===== config.mk =====
export PLATFORM = sky130hd
export DESIGN_NAME = vga_sync_flat
export DESIGN_NICKNAME = d
export VERILOG_FILES = /design/src/rtl/vga_pkg.sv /design/src/rtl/vga_sync_if.sv /design/src/rtl/pixel_tick_gen.sv /design/src/rtl/vga_sync.sv /design/src/flat_wrapper.sv
export SDC_FILE = /design/constraint.sdc
export NUM_CORES = 1
export LEC_CHECK = 0
export ABC_AREA = 1
export BUFFER_PORTS_ARGS = -buffer_cell sky130_fd_sc_hd__clkbuf_2
export CAP_MARGIN = 20
export CORE_MARGIN = 1.5
export CORE_UTILIZATION = 41
export CTS_CLUSTER_SIZE = 20
export DETAILED_ROUTE_END_ITERATION = 10
export GPL_TIMING_DRIVEN = 0
export PLACE_DENSITY_LB_ADDON = 0.1
export SLEW_MARGIN = 20
export SYNTH_ARGS = -nofsm -noshare
export SYNTH_HDL_FRONTEND = slang
export SYNTH_SLANG_ARGS = --single-unit

===== constraint.sdc =====
create_clock -name clk -period 1.7 [get_ports clk]
set_input_delay 0.17 -clock clk [delete_from_list [all_inputs] [get_ports clk]]
set_output_delay 0.17 -clock clk [all_outputs]
set_load 0.01 [all_outputs]

===== src/rtl/vga_pkg.sv =====
// vga_pkg: shared VGA timing defaults, screen bounds and colour constants.
// Imported by the sync generator, its interface and every scene renderer.
package vga_pkg;

    // Counter width shared by pixel_x / pixel_y and the renderers that decode them.
    localparam int unsigned CNT_W = 10;

    // Default 640x480 @ 60 Hz timing, 25 MHz pixel clock derived from 100 MHz.
    localparam int unsigned VGA_CLK_DIV   = 4;
    localparam int unsigned VGA_H_DISPLAY = 640;
    localparam int unsigned VGA_H_FRONT   = 16;
    localparam int unsigned VGA_H_SYNC    = 96;
    localparam int unsigned VGA_H_BACK    = 48;
    localparam int unsigned VGA_V_DISPLAY = 480;
    localparam int unsigned VGA_V_FRONT   = 10;
    localparam int unsigned VGA_V_SYNC    = 2;
    localparam int unsigned VGA_V_BACK    = 33;

    localparam int unsigned VGA_H_TOTAL =
        VGA_H_DISPLAY + VGA_H_FRONT + VGA_H_SYNC + VGA_H_BACK;
    localparam int unsigned VGA_V_TOTAL =
        VGA_V_DISPLAY + VGA_V_FRONT + VGA_V_SYNC + VGA_V_BACK;

    // Visible screen bounds, inclusive.
    localparam logic [CNT_W-1:0] SCREEN_X_MIN = CNT_W'(0);
    localparam logic [CNT_W-1:0] SCREEN_X_MAX = CNT_W'(VGA_H_DISPLAY - 1);
    localparam logic [CNT_W-1:0] SCREEN_Y_MIN = CNT_W'(0);
    localparam logic [CNT_W-1:0] SCREEN_Y_MAX = CNT_W'(VGA_V_DISPLAY - 1);

    // 12-bit RGB (4:4:4) colours used by the renderers.
    localparam logic [11:0] BLACK = 12'h000;
    localparam logic [11:0] WHITE = 12'hfff;
    localparam logic [11:0] GRAY  = 12'h888;
    localparam logic [11:0] RED   = 12'hf00;

    // Inclusive rectangle hit test; renderers combine it with video_on.
    function automatic logic in_window(input logic [CNT_W-1:0] x,
                                       input logic [CNT_W-1:0] y,
                                       input logic [CNT_W-1:0] x_lo,
                                       input logic [CNT_W-1:0] x_hi,
                                       input logic [CNT_W-1:0] y_lo,
                                       input logic [CNT_W-1:0] y_hi);
        return (x >= x_lo) && (x <= x_hi) && (y >= y_lo) && (y <= y_hi);
    endfunction

endpackage


===== src/rtl/vga_sync_if.sv =====
// vga_sync_if: the pixel position / sync bus driven by vga_sync and consumed by
// renderers, the RGB mux and the connector.
// Optional: VGA_SYNC_FRAME_CNT_EN adds the 8-bit frame_cnt signal.
interface vga_sync_if;
    import vga_pkg::*;

    logic             hsync;
    logic             vsync;
    logic             video_on;
    logic             p_tick;
    logic [CNT_W-1:0] pixel_x;
    logic [CNT_W-1:0] pixel_y;
    logic             frame_start;
`ifdef VGA_SYNC_FRAME_CNT_EN
    logic [7:0]       frame_cnt;
`endif

    modport master (
        output hsync,
        output vsync,
        output video_on,
        output p_tick,
        output pixel_x,
        output pixel_y,
`ifdef VGA_SYNC_FRAME_CNT_EN
        output frame_cnt,
`endif
        output frame_start
    );

    modport slave (
        input hsync,
        input vsync,
        input video_on,
        input p_tick,
        input pixel_x,
        input pixel_y,
`ifdef VGA_SYNC_FRAME_CNT_EN
        input frame_cnt,
`endif
        input frame_start
    );

endinterface


===== src/rtl/pixel_tick_gen.sv =====
// pixel_tick_gen: divides the system clock by CLK_DIV and flags the last
// system clock of every pixel period.
module pixel_tick_gen #(
    parameter int unsigned CLK_DIV = 4
) (
    input  logic clk,
    input  logic reset,
    output logic p_tick
);

    // Keep at least one bit so CLK_DIV == 1 still elaborates (p_tick stuck high).
    localparam int unsigned          CNT_W   = (CLK_DIV > 1) ? $clog2(CLK_DIV) : 1;
    localparam logic [CNT_W-1:0]     CNT_MAX = CNT_W'(CLK_DIV - 1);
    localparam logic [CNT_W-1:0]     CNT_ONE = CNT_W'(1);

    logic [CNT_W-1:0] div_cnt_q;
    logic [CNT_W-1:0] div_cnt_d;

    // Wrap by compare-and-clear so non-power-of-two dividers work.
    always_comb begin
        div_cnt_d = div_cnt_q + CNT_ONE;
        if (div_cnt_q == CNT_MAX) begin
            div_cnt_d = '0;
        end
    end

    // Divider state.
    always_ff @(posedge clk or posedge reset) begin
        if (reset) begin
            div_cnt_q <= '0;
        end else begin
            div_cnt_q <= div_cnt_d;
        end
    end

    assign p_tick = (div_cnt_q == CNT_MAX);

endmodule


===== src/rtl/vga_sync.sv =====
// vga_sync: VGA timing generator. Produces pixel_x/pixel_y counters, active-low
// hsync/vsync, video_on and a frame_start marker, all registered so they change
// together on the edge that ends a p_tick cycle.
// Optional: define VGA_SYNC_FRAME_CNT_EN to add the 8-bit frame_cnt output.
module vga_sync
    import vga_pkg::*;
#(
    parameter int unsigned CLK_DIV   = VGA_CLK_DIV,
    parameter int unsigned H_DISPLAY = VGA_H_DISPLAY,
    parameter int unsigned H_FRONT   = VGA_H_FRONT,
    parameter int unsigned H_SYNC    = VGA_H_SYNC,
    parameter int unsigned H_BACK    = VGA_H_BACK,
    parameter int unsigned V_DISPLAY = VGA_V_DISPLAY,
    parameter int unsigned V_FRONT   = VGA_V_FRONT,
    parameter int unsigned V_SYNC    = VGA_V_SYNC,
    parameter int unsigned V_BACK    = VGA_V_BACK
) (
    input  logic       clk,
    input  logic       reset,
    vga_sync_if.master vga
);

    localparam int unsigned H_TOTAL = H_DISPLAY + H_FRONT + H_SYNC + H_BACK;
    localparam int unsigned V_TOTAL = V_DISPLAY + V_FRONT + V_SYNC + V_BACK;

    localparam logic [CNT_W-1:0] H_LAST   = CNT_W'(H_TOTAL - 1);
    localparam logic [CNT_W-1:0] V_LAST   = CNT_W'(V_TOTAL - 1);
    localparam logic [CNT_W-1:0] H_VIS    = CNT_W'(H_DISPLAY);
    localparam logic [CNT_W-1:0] V_VIS    = CNT_W'(V_DISPLAY);
    localparam logic [CNT_W-1:0] HS_START = CNT_W'(H_DISPLAY + H_FRONT);
    localparam logic [CNT_W-1:0] HS_END   = CNT_W'(H_DISPLAY + H_FRONT + H_SYNC);
    localparam logic [CNT_W-1:0] VS_START = CNT_W'(V_DISPLAY + V_FRONT);
    localparam logic [CNT_W-1:0] VS_END   = CNT_W'(V_DISPLAY + V_FRONT + V_SYNC);
    localparam logic [CNT_W-1:0] CNT_ONE  = CNT_W'(1);

    logic p_tick;

    pixel_tick_gen #(
        .CLK_DIV(CLK_DIV)
    ) u_pixel_tick_gen (
        .clk   (clk),
        .reset (reset),
        .p_tick(p_tick)
    );

    logic [CNT_W-1:0] h_cnt_q, h_cnt_d;
    logic [CNT_W-1:0] v_cnt_q, v_cnt_d;
    logic             hsync_q, hsync_d;
    logic             vsync_q, vsync_d;
    logic             video_on_q, video_on_d;
    logic             frame_start_q, frame_start_d;
    logic             h_end;
    logic             v_end;

    assign h_end = (h_cnt_q == H_LAST);
    assign v_end = (v_cnt_q == V_LAST);

    // Next position: advance x on each tick, advance y when x wraps.
    always_comb begin
        h_cnt_d = h_cnt_q;
        v_cnt_d = v_cnt_q;
        if (p_tick) begin
            if (h_end) begin
                h_cnt_d = '0;
                v_cnt_d = v_end ? '0 : (v_cnt_q + CNT_ONE);
            end else begin
                h_cnt_d = h_cnt_q + CNT_ONE;
            end
        end
    end

    // Decode from the next position so the flags line up with the counters.
    always_comb begin
        hsync_d       = !((h_cnt_d >= HS_START) && (h_cnt_d < HS_END));
        vsync_d       = !((v_cnt_d >= VS_START) && (v_cnt_d < VS_END));
        video_on_d    = (h_cnt_d < H_VIS) && (v_cnt_d < V_VIS);
        frame_start_d = (h_cnt_d == '0) && (v_cnt_d == '0);
    end

    // Position and sync registers; reset parks at the last pixel of the frame.
    always_ff @(posedge clk or posedge reset) begin
        if (reset) begin
            h_cnt_q       <= H_LAST;
            v_cnt_q       <= V_LAST;
            hsync_q       <= 1'b1;
            vsync_q       <= 1'b1;
            video_on_q    <= 1'b0;
            frame_start_q <= 1'b0;
        end else begin
            h_cnt_q       <= h_cnt_d;
            v_cnt_q       <= v_cnt_d;
            hsync_q       <= hsync_d;
            vsync_q       <= vsync_d;
            video_on_q    <= video_on_d;
            frame_start_q <= frame_start_d;
        end
    end

    assign vga.pixel_x     = h_cnt_q;
    assign vga.pixel_y     = v_cnt_q;
    assign vga.hsync       = hsync_q;
    assign vga.vsync       = vsync_q;
    assign vga.video_on    = video_on_q;
    assign vga.frame_start = frame_start_q;
    assign vga.p_tick      = p_tick;

`ifdef VGA_SYNC_FRAME_CNT_EN
    logic       frame_wrap;
    logic [7:0] frame_cnt_q, frame_cnt_d;

    assign frame_wrap = p_tick && h_end && v_end;

    // Count completed wraps to (0,0); the 8-bit add rolls 255 over to 0.
    always_comb begin
        frame_cnt_d = frame_cnt_q;
        if (frame_wrap) begin
            frame_cnt_d = frame_cnt_q + 8'd1;
        end
    end

    // Frame counter state.
    always_ff @(posedge clk or posedge reset) begin
        if (reset) begin
            frame_cnt_q <= 8'd0;
        end else begin
            frame_cnt_q <= frame_cnt_d;
        end
    end

    assign vga.frame_cnt = frame_cnt_q;
`endif

endmodule


===== src/flat_wrapper.sv =====
// flat-port wrapper written by rule: the top's interface ports become plain ports
module vga_sync_flat import vga_pkg::*;
#(
    parameter int unsigned CLK_DIV   = VGA_CLK_DIV,
    parameter int unsigned H_DISPLAY = VGA_H_DISPLAY,
    parameter int unsigned H_FRONT   = VGA_H_FRONT,
    parameter int unsigned H_SYNC    = VGA_H_SYNC,
    parameter int unsigned H_BACK    = VGA_H_BACK,
    parameter int unsigned V_DISPLAY = VGA_V_DISPLAY,
    parameter int unsigned V_FRONT   = VGA_V_FRONT,
    parameter int unsigned V_SYNC    = VGA_V_SYNC,
    parameter int unsigned V_BACK    = VGA_V_BACK
)
  (clk, reset, vga_hsync, vga_vsync, vga_video_on, vga_p_tick, vga_pixel_x, vga_pixel_y, vga_frame_start);
  vga_sync_if vga_i ();
  input  logic clk;
  input  logic reset;
  output wire logic [$bits(vga_i.hsync)-1:0] vga_hsync;
  output wire logic [$bits(vga_i.vsync)-1:0] vga_vsync;
  output wire logic [$bits(vga_i.video_on)-1:0] vga_video_on;
  output wire logic [$bits(vga_i.p_tick)-1:0] vga_p_tick;
  output wire logic [$bits(vga_i.pixel_x)-1:0] vga_pixel_x;
  output wire logic [$bits(vga_i.pixel_y)-1:0] vga_pixel_y;
  output wire logic [$bits(vga_i.frame_start)-1:0] vga_frame_start;
  assign vga_hsync = vga_i.hsync;
  assign vga_vsync = vga_i.vsync;
  assign vga_video_on = vga_i.video_on;
  assign vga_p_tick = vga_i.p_tick;
  assign vga_pixel_x = vga_i.pixel_x;
  assign vga_pixel_y = vga_i.pixel_y;
  assign vga_frame_start = vga_i.frame_start;
  vga_sync #(.CLK_DIV(CLK_DIV), .H_DISPLAY(H_DISPLAY), .H_FRONT(H_FRONT), .H_SYNC(H_SYNC), .H_BACK(H_BACK), .V_DISPLAY(V_DISPLAY), .V_FRONT(V_FRONT), .V_SYNC(V_SYNC), .V_BACK(V_BACK)) u_core (.clk(clk), .reset(reset), .vga(vga_i));
endmodule

==> results.json <==
{
  "path_common_cell": "nor2_4",
  "endpoint_kind": "register",
  "ff2ff_path_depth": 10,
  "final_layout_size_suffix_gt1_frac": 0.3333,
  "num_vias": 1392,
  "viasPerCell": 4.640,
  "fin_tns_setup_ns": -0.6201,
  "grt_pass1_wl_um": 5871,
  "path_delay_family": "simple AND/OR/NAND/NOR gates",
  "drv_slew": 0,
  "cts-root-buf": "clkbuf_8",
  "period_needed_ns": 1.878,
  "chipHeight_um": 64.59,
  "violations": "hold timing, setup timing",
  "irDropWorstVdd_mv": 0.4061,
  "num_io_pins": 27,
  "path_buf_inv": 0,
  "path_depth": 10,
  "synth_top_area_frac": 0.2253,
  "syn_area_mm2": 0.001555,
  "drcViolationCount": 0,
  "cts_tree": "yes",
  "fp-row-count": 22,
  "yosys_warnings": 0,
  "numPortBuffers": 26,
  "netlist_top_cells_area": "dfrtp_1 23%, dfstp_2 20%, nand2_1 15%",
  "fill_cells": 358,
  "start_util": 0.4248,
  "first_global_vias": 1283,
  "path_clk_slew_ns": 0.08,
  "insertedDiodeCount": 0,
  "die_area_mm2": 0.004172,
  "fin_ws_ns": -0.1777,
  "area_delta_synth_final_pct": 26.71,
  "globalRoute.totalOverflow": 0,
  "grt_max_degree": 27,
  "async_flop_share": 1.000,
  "cpPeakStageDelay_ns": 0.57,
  "clk_path_buf_depth": 2,
  "worst_hold_slack_ns": -0.04938,
  "synth_edf_count": 0,
  "cp.arrival_ns": 2.04,
  "period_share": 1.105,
  "ant_nets": 0,
  "place_ws_ns": -0.2070,
  "power-per-cell-area_mw_per_mm2": 496.5,
  "synthCells": 211,
  "numCtsBuffers": 3,
  "clock-sinks": 26,
  "routed_wl_um": 3442,
  "cap_violations": 0,
  "ys_seq_area_frac": 0.4280,
  "syn_avg_cell_area_um2": 7.371,
  "outcome": "finished with violations",
  "first_pass_iters": 4,
  "relSlewSlack": 0.4129,
  "timing.fmax_mhz": 532.6,
  "rsz0062_at_grt": "yes",
  "dp.cells": 285,
  "antenna_found_initial": 0,
  "hold_class": "in2async",
  "slowest_stage": "dfstp_2",
  "crit_required_ns": 1.86,
  "core_mm2": 0.003661,
  "hold_viol": 14,
  "seq_area_um2": 665.6,
  "tightest_slew_ns": 0.8752,
  "synth_common_cells": "63 x nand2_1, 43 x inv_1, 21 x nand3_1",
  "synth_area_leader_cell": "dfrtp_1",
  "crit_type": "reg2reg",
  "cts_max_level": 1,
  "start_kind": "register",
  "synth_flop_cell": "dfrtp_1",
  "drt_iter0_markers": 59,
  "power.leakage_uw": 0.001069,
  "die_x_um": 64.59,
  "ys_types": 21,
  "setup_viol": 5,
  "fin_skew_ns": 0.003843,
  "synth_nets": 217,
  "multi_input_area_um2": 795.8,
  "yosysMostFrequentCell": "nand2_1",
  "path_max_fanout": 6,
  "grt_usage": 0.1786,
  "clkLatencyLatePin_ns": 0.26,
  "dp_hpwl_um": 2505,
  "gp_congestion": 0.8345,
  "fin_nets": 259,
  "instances_no_fill": 300,
  "crit_chain": "ha_4, nand3_4, nor2_4, nand3_4, nor2_4, nand2_2, o21ai_2, nand2_2, nor2_4, nor2_1",
  "wl_per_cell_um": 11.47,
  "synth_seq_cells": 26
}
-- worst paths after layout --
path	from	endpoint	slack (ns)
max reg2reg	u_core.vga.pixel_x[0]$_DFF_PP1_	u_core.vga.video_on$_DFF_PP0_	-0.18
max	u_core.vga.pixel_x[0]$_DFF_PP1_	u_core.vga.video_on$_DFF_PP0_	-0.18
min in group clk	u_core.u_pixel_tick_gen.div_cnt_q[0]$_DFF_PP0_	u_core.u_pixel_tick_gen.div_cnt_q[0]$_DFF_PP0_	0.44
min	reset	u_core.u_pixel_tick_gen.div_cnt_q[1]$_DFF_PP0_	-0.05
max in group asynchronous	reset	u_core.vga.pixel_x[6]$_DFF_PP0_	1.34
min reg2reg	u_core.u_pixel_tick_gen.div_cnt_q[0]$_DFF_PP0_	u_core.u_pixel_tick_gen.div_cnt_q[0]$_DFF_PP0_	0.44
-- layout make-up --
cell class,count,share of cell area
buffer,1,0.005714
clock buffer,4,0.02286
inverter,44,0.08635
multi-input combinational,141,0.4038
sequential,26,0.3378
tap,48,0.03048
timing repair buffer,35,0.1105
timing repair inverter,1,0.002540
-- what timing repair did --
item                       CTS  global route
setup buffers                6             3
pin swaps                    4             4
hold buffers                 0             0
cloned                       2             0
setup endpoints to repair    4            12
resized for setup            9            11
-- per-stage QoR --
stage          cell area [um2]    util  power, uW  hold slack, ns
3_3_place_gp              1760  0.4809      643.8          0.4113
5_1_grt                   1971  0.5383       1021         0.02847
3_5_place_dp              1760  0.4809      643.9          0.4168
4_1_cts                   1902  0.5195      995.5          0.1199
6_report                  1971  0.5383      978.4        -0.04938
2_1_floorplan             1570       -      639.4          0.2011
-- state kept, by name, summed over array words and instances, names as in the netlist --
signal / flops
u_core.u_pixel_tick_gen.div_cnt_q: 2
u_core.vga.frame_start: 1
u_core.vga.hsync: 1
u_core.vga.pixel_x: 10
u_core.vga.pixel_y: 10
u_core.vga.video_on: 1
u_core.vga.vsync: 1
-- layout by cell type, fill, tap and decap left out, drive strengths merged --
cell type  instances
dfstp             12
nand4              4
nor3               3
o21ai              7
nand2             65
nand3             25
nor2              30
buf               10
xor2               2
clkbuf            30
inv               42
dfrtp             14
ha                 4
o21bai             1
clkinv             3
-- kinds of logic (layout without fill, tap and decap cells) --
group | Yosys count | in the layout | synth area share
simple gates | 126 | 127 | 0.3821
buf+inv | 45 | 85 | 0.1142
flops | 26 | 26 | 0.4280
compound gates | 8 | 8 | 0.03218
fa+ha+maj | 4 | 4 | 0.03218
xor+xnor | 2 | 2 | 0.01127
-- per-layer routing --
metal | share of wire | GRT usage | vias up
li1 | - | - | 724
met1 | 0.49 | 0.2486 | 639
met2 | 0.47 | 0.3034 | 25
met3 | 0.026 | 0.01563 | 4
met4 | 0.0052 | 0.03989 | 0
met5 | 0 | 0 | -
-- power breakdown --
group	switching (uW)	internal, uW
Combinational	11.3	0.995
Clock	179	167
Sequential	0	620
Total	190	788
-- worst register-to-register path, cell delays in order (launching register included) --
cell and delay (ns):
dfstp_2 0.57, ha_4 0.16, nand3_4 0.08, nor2_4 0.14, nand3_4 0.17, nor2_4 0.16
nand2_2 0.08, o21ai_2 0.13, nand2_2 0.10, nor2_4 0.14, nor2_1 0.05
Power figures use the tool's default switching activity.
